**src/rtl/x_sequencer.sv**
```systemverilog
// x_sequencer: turns host command bytes into byte-driver commands and runs
// delay-line sample bursts (launch, wait for result, capture, unload 4 bytes).
//
// state   | meaning
// --------+--------------------------------------------------------------
// IDLE    | forward host opcodes 0x0-0x2, wait for START
// LAUNCH  | o_dl_launch is high this cycle, timeout counter cleared
// WAIT_DL | wait for the delay-line result or a 255-cycle timeout
// CAPTURE | issue 0x02 to the byte driver
// UNLOAD  | issue 0x01 once the command bus is free
// WAIT_TX | wait for the driver byte to be accepted by the UART TX
module x_sequencer (
    input  logic       i_clk,
    input  logic       i_rst_n,
    input  logic       i_host_valid,
    input  logic [7:0] i_host_data,
    output logic       o_cmd_valid,
    output logic [7:0] o_cmd_data,
    input  logic       i_tx_valid,
    input  logic       i_tx_accept,
    output logic       o_dl_launch,
    input  logic       i_dl_valid,
    output logic       o_busy,
    output logic       o_err,
    output logic       o_drop
);

    typedef enum logic [2:0] {
        IDLE    = 3'd0,
        LAUNCH  = 3'd1,
        WAIT_DL = 3'd2,
        CAPTURE = 3'd3,
        UNLOAD  = 3'd4,
        WAIT_TX = 3'd5
    } state_t;

    localparam logic [7:0] CMD_CAPTURE  = 8'h02;
    localparam logic [7:0] CMD_UNLOAD   = 8'h01;
    // The increment out of this value is the 255th waiting cycle.
    localparam logic [7:0] TIMEOUT_LAST = 8'd254;

    state_t     state;
    logic [4:0] remaining;
    logic [7:0] timeout;
    logic [1:0] byte_cnt;

    logic [3:0] opcode;
    logic [3:0] arg;
    logic       host_fwd;
    logic       host_start;
    logic       host_abort;
    logic [4:0] start_count;
    logic [4:0] remaining_dec;
    logic       more_samples;

    assign opcode        = i_host_data[3:0];
    assign arg           = i_host_data[7:4];
    assign host_fwd      = i_host_valid && (opcode <= 4'h2);
    assign host_start    = i_host_valid && (opcode == 4'h3);
    assign host_abort    = i_host_valid && (opcode == 4'h4);
    assign start_count   = (arg == 4'd0) ? 5'd16 : {1'b0, arg};
    assign remaining_dec = remaining - 5'd1;
    assign more_samples  = (remaining_dec != 5'd0);

    // Sequencer FSM with all outputs registered; ABORT overrides every transition.
    always_ff @(posedge i_clk or negedge i_rst_n) begin
        if (!i_rst_n) begin
            state       <= IDLE;
            remaining   <= '0;
            timeout     <= '0;
            byte_cnt    <= '0;
            o_cmd_valid <= 1'b0;
            o_cmd_data  <= '0;
            o_dl_launch <= 1'b0;
            o_busy      <= 1'b0;
            o_err       <= 1'b0;
            o_drop      <= 1'b0;
        end else begin
            o_cmd_valid <= 1'b0;
            o_dl_launch <= 1'b0;
            o_drop      <= 1'b0;
            if (host_abort) begin
                state     <= IDLE;
                remaining <= '0;
                timeout   <= '0;
                byte_cnt  <= '0;
                o_busy    <= 1'b0;
            end else begin
                if ((state != IDLE) && (host_fwd || host_start)) begin
                    o_drop <= 1'b1;
                end
                case (state)
                    IDLE: begin
                        if (host_fwd) begin
                            // Back-to-back forwards would put two commands in a row on the bus.
                            if (o_cmd_valid) begin
                                o_drop <= 1'b1;
                            end else begin
                                o_cmd_valid <= 1'b1;
                                o_cmd_data  <= i_host_data;
                            end
                        end else if (host_start) begin
                            remaining   <= start_count;
                            o_err       <= 1'b0;
                            o_dl_launch <= 1'b1;
                            o_busy      <= 1'b1;
                            state       <= LAUNCH;
                        end
                    end
                    LAUNCH: begin
                        timeout <= '0;
                        state   <= WAIT_DL;
                    end
                    WAIT_DL: begin
                        if (i_dl_valid) begin
                            state <= CAPTURE;
                        end else begin
                            timeout <= timeout + 8'd1;
                            if (timeout == TIMEOUT_LAST) begin
                                o_err       <= 1'b1;
                                remaining   <= remaining_dec;
                                o_dl_launch <= more_samples;
                                o_busy      <= more_samples;
                                state       <= more_samples ? LAUNCH : IDLE;
                            end
                        end
                    end
                    CAPTURE: begin
                        o_cmd_valid <= 1'b1;
                        o_cmd_data  <= CMD_CAPTURE;
                        byte_cnt    <= '0;
                        state       <= UNLOAD;
                    end
                    UNLOAD: begin
                        // CAPTURE's 0x02 is on the bus during the first UNLOAD cycle, so wait it out.
                        if (!o_cmd_valid) begin
                            o_cmd_valid <= 1'b1;
                            o_cmd_data  <= CMD_UNLOAD;
                            state       <= WAIT_TX;
                        end
                    end
                    WAIT_TX: begin
                        if (i_tx_valid && i_tx_accept) begin
                            byte_cnt <= byte_cnt + 2'd1;
                            if (byte_cnt == 2'd3) begin
                                remaining   <= remaining_dec;
                                o_dl_launch <= more_samples;
                                o_busy      <= more_samples;
                                state       <= more_samples ? LAUNCH : IDLE;
                            end else begin
                                state <= UNLOAD;
                            end
                        end
                    end
                    default: begin
                        state  <= IDLE;
                        o_busy <= 1'b0;
                    end
                endcase
            end
        end
    end

endmodule

```
**config.mk**
```make
export PLATFORM = sky130hd
export DESIGN_NAME = x_sequencer
export DESIGN_NICKNAME = d
export VERILOG_FILES = /design/src/rtl/x_sequencer.sv
export SDC_FILE = /design/constraint.sdc
export NUM_CORES = 1
export LEC_CHECK = 0
export BUFFER_PORTS_ARGS = -buffer_cell sky130_fd_sc_hd__buf_4
export CAP_MARGIN = 20
export CORE_MARGIN = 10
export CORE_UTILIZATION = 51
export CTS_CLUSTER_DIAMETER = 100
export DETAILED_ROUTE_END_ITERATION = 7
export PLACE_DENSITY_LB_ADDON = 0.08
export SLEW_MARGIN = 20
export SYNTH_ARGS = -nofsm -noshare
export SYNTH_HDL_FRONTEND = slang
export SYNTH_SLANG_ARGS = --single-unit
```
**constraint.sdc**
```tcl
create_clock -name i_clk -period 1.9 [get_ports i_clk]
set_clock_uncertainty 0.2 [all_clocks]
set_input_delay 0.19 -clock i_clk [delete_from_list [all_inputs] [get_ports i_clk]]
set_output_delay 0.19 -clock i_clk [all_outputs]
set_load 0.005 [all_outputs]
```
==> results.py, run 1 <==
metrics = {
    "power_and_ir_drop": {
        "irDropWorstVdd_mv": 0.727,
        "p_seq_share_pct": 28.6,
        "p_total_mw": 3.63,
        "power_density_mw_per_mm2": 1360,
        "p_int_mw": 2.20,
        "swShare_pct": 39.6,
        "p_comb_share_pct": 57.1,
        "p_clk_share_pct": 14.3,
        "power_leakage_nw": 1.18,
        "p_sw_mw": 1.44,
    },
    "clocking": {
        "insertion_delay_ps": 280,
        "path_clk_slew_ps": 60,
        "cts_buffer_depth": 2,
        "cts_made_buffers": 5,
        "cts_max_level": 2,
        "root_buffer": "clkbuf_8",
        "cts_tree": "done",
        "cts.sinks": 31,
    },
    "sta": {
        "fmax_mhz": 532,
        "layout_min_cycle_time_ps": 1880,
        "rsz0062_at_grt": "true",
        "drv_slew": 0,
        "tightest_slew_ps": 461,
        "hold_viol": 0,
        "post-route-period-util_pct": 99.0,
        "slew_headroom_pct": 69.2,
        "setup_violations": 0,
    },
    "floorplan": {
        "dieArea_sq_mm": 0.00673,
        "die_h_um": 82.0,
        "initial_core_util_pct": 53.2,
        "io_pins": 27,
        "row_count": 22,
        "chipWidth_um": 82.0,
        "core_sq_mm": 0.00369,
    },
    "run_status": {
        "status": "finished clean",
    },
    "yosys": {
        "synth_cell_types": 56,
        "syn_nets": 236,
        "synthesis.area_sq_mm": 0.00196,
        "ys_warn_count": 0,
        "syn_inst": 217,
        "synth-async-reset-ratio_pct": 100,
        "synth_ff_type": "dfrtp_1",
        "synth-edff-count": 0,
        "ys_ff_latch": 31,
        "yosysSeqAreaShare_pct": 39.5,
        "syn_area_per_cell_sq_um": 9.04,
    },
    "route": {
        "dr.pass1.iters": 4,
        "vias_per_cell": 5.96,
        "vias": 1943,
        "avgRoutedWirePerCell_um": 16.4,
        "drc": 0,
        "first_iter_violations": 154,
        "ant_nets": 0,
        "wl_mm": 5.36,
    },
    "worst_setup_path": {
        "max_stage_delay_ps": 400,
        "startpoint_type": "register",
        "required_ps": 1910,
        "crit_fanout": 4,
        "crit_arrival_ps": 1890,
        "path_class": "register to register",
        "r2r-start": "remaining[0]",
        "crit_start": "remaining[0]",
        "critPathSlowestCell": "dfrtp_1",
        "endpoint_kind": "register",
        "worstPathCellList": "inv_2 > ha_4 > or3b_4 > or3_1 > a21o_1 > a21oi_1",
    },
    "global_routing": {
        "grt_pass1_wl_mm": 8.74,
        "grt_max_degree": 32,
        "grt_use_total_pct": 16.4,
        "grt_overflow_total": 0,
        "antenna_found_initial": 0,
        "grt_pass1_vias": 1939,
    },
    "layout": {
        "final_cells": 326,
        "syn_to_final_growth_pct": 35.9,
        "utilization_pct": 72.3,
        "drive_gt1_share_pct": 39.2,
        "final_nets": 297,
        "diodes": 0,
        "fin_area_sq_mm": 0.00267,
    },
    "flow_run": {
        "max-cap-violations": 0,
    },
    "hold_path": {
        "min_from": "i_host_data[2]",
        "hold_class": "input port to register",
    },
    "place": {
        "dp_cells": 314,
        "gp_congestion": 0.870,
        "dpl-instance-area_sq_mm": 0.00244,
        "dp_hpwl_mm": 3.88,
        "numPortBuffers": 26,
    },
}
[cells in the mapped netlist (all sizes together), types with 2 or more instances]
cell,number,area (sq um)
dfrtp,31,776
a21oi,20,104
nand2,20,77.6
nor2,16,60.1
o21ai,12,60.1
inv,8,30.0
nand4,8,50.1
a211oi,7,52.6
clkbuf,7,27.5
nor3,7,40.0
and2,6,37.5
ha,5,62.6
nand3,5,25.0
a21bo,4,40.0
a21o,4,30.0
a31oi,4,25.0
buf,4,27.5
o21a,4,30.0
o31ai,4,30.0
xor2,4,35.0
nand3b,3,22.5
o311ai,3,61.3
a2111oi,2,17.5
a311oi,2,17.5
mux2,2,22.5
nand2b,2,12.5
nor3b,2,15.0
nor4,2,12.5
o211ai,2,15.0
or2,2,12.5
or3b,2,20.0
[stage by stage]
stage	TNS, ps	setup WS [ps]	hold slack (ps)
2_1_floorplan	-4.21	-4.21	-306
3_3_place_gp	-35.9	-12.0	-63.3
3_5_place_dp	-193	-89.9	-54.3
4_1_cts	0	13.2	36.4
5_1_grt	-56.1	-31.8	48.3
6_report	0	19.2	49.9
[kinds of logic (layout without fill, tap and decap cells)]
group	count (synthesis)	after routing	share of synthesized area [%]
adders and majority gates	5	5	3.19
DFF	31	31	39.5
and+or+nand+nor	79	79	21.3
AOI/OAI and AO/OA	76	76	28.2
buffers and inverters	19	80	4.34
xor gates and xnor gates	4	4	1.79
muxes	3	3	1.66
[area by class of cell]
cell class,instances,area (sq um)
Clock buffer,6,82.6
Clock inverter,1,5.00
Fill cell,291,1020
Inverter,8,30.0
Multi-Input combinational cell,167,1200
Sequential cell,31,781
Tap cell,48,60.1
Timing Repair Buffer,65,510
[layout by cell type (no fill, tap or decap), drive strengths merged, types with 4 or more instances in the layout]
| cell type | n |
|---|---|
| nand4 | 8 |
| a21bo | 4 |
| inv | 8 |
| dfrtp | 31 |
| a31oi | 4 |
| a21oi | 20 |
| buf | 64 |
| o21ai | 12 |
| a21o | 4 |
| o21a | 4 |
| and2 | 6 |
| nand3 | 5 |
| ha | 5 |
| nand2 | 20 |
| o31ai | 4 |
| nor3 | 7 |
| xor2 | 4 |
| a211oi | 7 |
| nor2 | 16 |
| clkbuf | 6 |
[flip-flops by register name (all words and copies together), names as in the netlist, 2 cells and up]
signal	count
timeout	8
byte_cnt	2
state	3
o_cmd_data	8
remaining	5
[routing by layer]
layer | routed length [um] | part of all wire [%] | global-route usage [%] | up-vias
met1 | 2410 | 45 | 20.5 | 951
li1 | - | - | - | 931
met2 | 2560 | 48 | 26.4 | 54
met5 | 0 | 0 | 0 | -
met4 | 80 | 1.5 | 5.61 | 0
met3 | 299 | 5.6 | 4.69 | 7
[power groups by stage]
stage | Sequential [mW] | Combinational (mW) | Clock [mW]
after floorplan | 1.02 | 1.14 | 0
after detailed placement | 1.03 | 1.86 | 0
after global routing | 1.06 | 2.28 | 0.573
after global placement | 1.02 | 1.81 | 0
after CTS | 1.03 | 1.91 | 0.530
final | 1.04 | 2.08 | 0.519
[critical path, delay by kind of cell (launching register included)]
family,cells,cell delay [ps]
compound gates,2,290
buf+inv,1,80
flops,1,400
fa+ha+maj,1,150
simple gates,2,700
[repair_timing]
action	4_1_cts	5_1_grt
hold endpoints to repair	31	0
resized for setup	7	21
hold buffers	1	0
endpoints found under the setup margin	3	14
setup buffers	1	3
pin swaps	2	7
[worst paths after layout]
kind,depth (start not counted),slack (ps),end
max in group asynchronous,2,1000,state[0]
max,6,20,remaining[4]
max reg2reg,6,20,remaining[4]
min in group asynchronous,2,170,timeout[3]
min reg2reg,1,300,o_cmd_data[4]
min,3,50,o_drop
Power figures use the tool's default switching activity.
==> inputs of run 2 (changes only) <==
--- a/config.mk
+++ b/config.mk
@@ -8,10 +8,11 @@
 export BUFFER_PORTS_ARGS = -buffer_cell sky130_fd_sc_hd__buf_4
 export CAP_MARGIN = 20
 export CORE_MARGIN = 10
-export CORE_UTILIZATION = 51
+export CORE_UTILIZATION = 57
 export CTS_CLUSTER_DIAMETER = 100
 export DETAILED_ROUTE_END_ITERATION = 7
 export PLACE_DENSITY_LB_ADDON = 0.08
+export RECOVER_POWER = 50
 export SLEW_MARGIN = 20
 export SYNTH_ARGS = -nofsm -noshare
 export SYNTH_HDL_FRONTEND = slang
==> constraint.sdc (replaced) <==
create_clock -name i_clk -period 1.77 [get_ports i_clk]
set_clock_uncertainty 0.2 [all_clocks]
set_input_delay 0.177 -clock i_clk [delete_from_list [all_inputs] [get_ports i_clk]]
set_output_delay 0.177 -clock i_clk [all_outputs]
set_load 0.005 [all_outputs]
==> results.py, run 2 (synthesized netlist as in run 1, its figures left out) <==
metrics = {
    "run_status": {
        "status": "finished, violations left",
        "violations": "setup timing",
    },
    "layout": {
        "largestRegisters": "o_cmd_data (8), timeout (8), remaining (5)",
        "layout_common_cells": "buf_4, dfrtp_1, nand2_1, a21oi_1, buf_6",
        "utilization_pct": 89.4,
        "diodes": 0,
        "fillers": 153,
        "syn_to_final_growth_pct": 52.0,
        "fin_area_sq_mm": 0.00298,
        "final_cells": 350,
        "multi_input_area_sq_mm": 0.00133,
        "final_nets": 323,
        "drive_gt1_share_pct": 49.0,
        "seqCellArea_sq_um": 779,
        "final_common_cell": "buf_4",
    },
    "floorplan": {
        "io_pins": 27,
        "die_h_um": 78.7,
        "core_sq_mm": 0.00334,
        "initial_core_util_pct": 58.8,
        "dieArea_sq_mm": 0.00619,
        "chipWidth_um": 78.7,
        "row_count": 21,
    },
    "worst_setup_path": {
        "endpoint_kind": "register",
        "required_ps": 1820,
        "max_stage_delay_ps": 490,
        "critPathSlowestCell": "dfrtp_2",
        "crit_top_cell": "o311ai_4",
        "crit_arrival_ps": 2030,
        "worstPathCellList": "buf_12 > o311ai_4 > o311ai_4 > buf_6 > o31ai_2",
        "crit_fanout": 6,
        "path_class": "register to register",
        "startpoint_type": "register",
    },
    "power_and_ir_drop": {
        "p_total_mw": 4.61,
        "power_leakage_nw": 1.33,
        "irDropWorstVdd_mv": 0.973,
        "power_density_mw_per_mm2": 1550,
    },
    "hold_path": {
        "hold_class": "input port to register",
    },
    "sta": {
        "slew_headroom_pct": 47.0,
        "setup_violations": 17,
        "setup_tns_ps": -1580,
        "post-route-period-util_pct": 112,
        "hold_slack_ps": 15.2,
        "tightest_slew_ps": 795,
        "hold_viol": 0,
        "rsz0062_at_grt": "true",
        "layout_min_cycle_time_ps": 1980,
        "fmax_mhz": 505,
        "drv_slew": 0,
        "fin_ws_ps": -210,
    },
    "route": {
        "avgRoutedWirePerCell_um": 21.8,
        "wl_mm": 7.63,
        "wl_met3_um": 807,
        "dr.pass1.iters": 6,
        "vias": 2361,
        "wirelength_met1_mm": 2.77,
        "first_iter_violations": 328,
        "ant_nets": 0,
        "top_layer_used": "met4",
        "drc": 0,
        "vias_per_cell": 6.75,
        "routed-wl-met2_mm": 3.70,
    },
    "clocking": {
        "path_clk_slew_ps": 110,
        "cts_max_level": 2,
        "cts_made_buffers": 5,
        "cts_tree": "done",
        "cts.sinks": 31,
        "cts_buffer_depth": 2,
        "root_buffer": "clkbuf_4",
        "insertion_delay_ps": 350,
    },
    "place": {
        "gp_congestion": 0.913,
        "dp_hpwl_mm": 4.20,
        "dp_cells": 327,
        "numPortBuffers": 26,
        "place_ws_ps": -197,
        "dpl-instance-area_sq_mm": 0.00257,
    },
    "global_routing": {
        "grt_use_total_pct": 19.8,
        "grt_max_degree": 32,
        "grt_pass1_vias": 2098,
        "antenna_found_initial": 0,
        "grt_pass1_wl_mm": 10.0,
        "grt_overflow_total": 0,
    },
    "flow_run": {
        "max-cap-violations": 0,
    },
}
[run 2: changes by cell type in the layout (fill, tap and decap cells not counted), moves of 3 or more]
cell,delta
a21oi_2,+3
clkbuf_4,+5
buf_6,+9
nor3_4,+3
a21oi_1,-3
nor2_1,-5
o21ai_1,+3
buf_4,+14
clkbuf_8,-6
o21ai_0,-4
nand2_1,-3
nor2_4,+4
[run 2: worst max-delay path: cells and delay by family (launching register included)]
| family | cells | cell delay, ps |
|---|---|---|
| AO/OA/AOI/OAI | 3 | 850 |
| buffers and inverters | 2 | 340 |
| flip-flops | 1 | 490 |
[run 2: worst paths after layout]
check                                from       endpoint  slack (ps)  cells past startpoint
min reg2reg                 o_cmd_data[6]  o_cmd_data[6]         310                      1
min in group asynchronous         i_rst_n     timeout[3]         230                      2
min                        i_host_data[6]   remaining[2]          20                      3
max                              state[1]   remaining[3]        -210                      5
max reg2reg                      state[1]   remaining[3]        -210                      5
max in group asynchronous         i_rst_n       state[2]         560                      2
[run 2: area by class of cell]
cell class | instances | area share (%)
well taps | 46 | 1.93
inverters | 8 | 1.01
repair buffers | 91 | 24.9
multi-input cells | 167 | 44.5
flip-flops and latches | 31 | 26.1
clock buffers | 7 | 1.51
[run 2: what timing repair did]
action	in CTS	in global routing
setup endpoints to repair	15	23
buffers inserted	4	9
endpoints found under the hold margin	33	0
pin swaps	10	18
gates resized for setup	24	41
hold buffers	3	0
[run 2: where the power goes]
group / switching (mW) / leakage, nW / internal (mW) / total [mW]
registers: 0.188 / 0.401 / 0.922 / 1.11
logic: 1.55 / 0.902 / 1.55 / 3.11
clock network: 0.245 / 0.0254 / 0.149 / 0.395
[run 2: routing by layer]
metal / global-route usage [%] / vias to the layer above
met4: 7.89 / 0
met1: 23.6 / 1106
met3: 5.47 / 55
li1: - / 992
met5: 0 / -
met2: 33.1 / 208
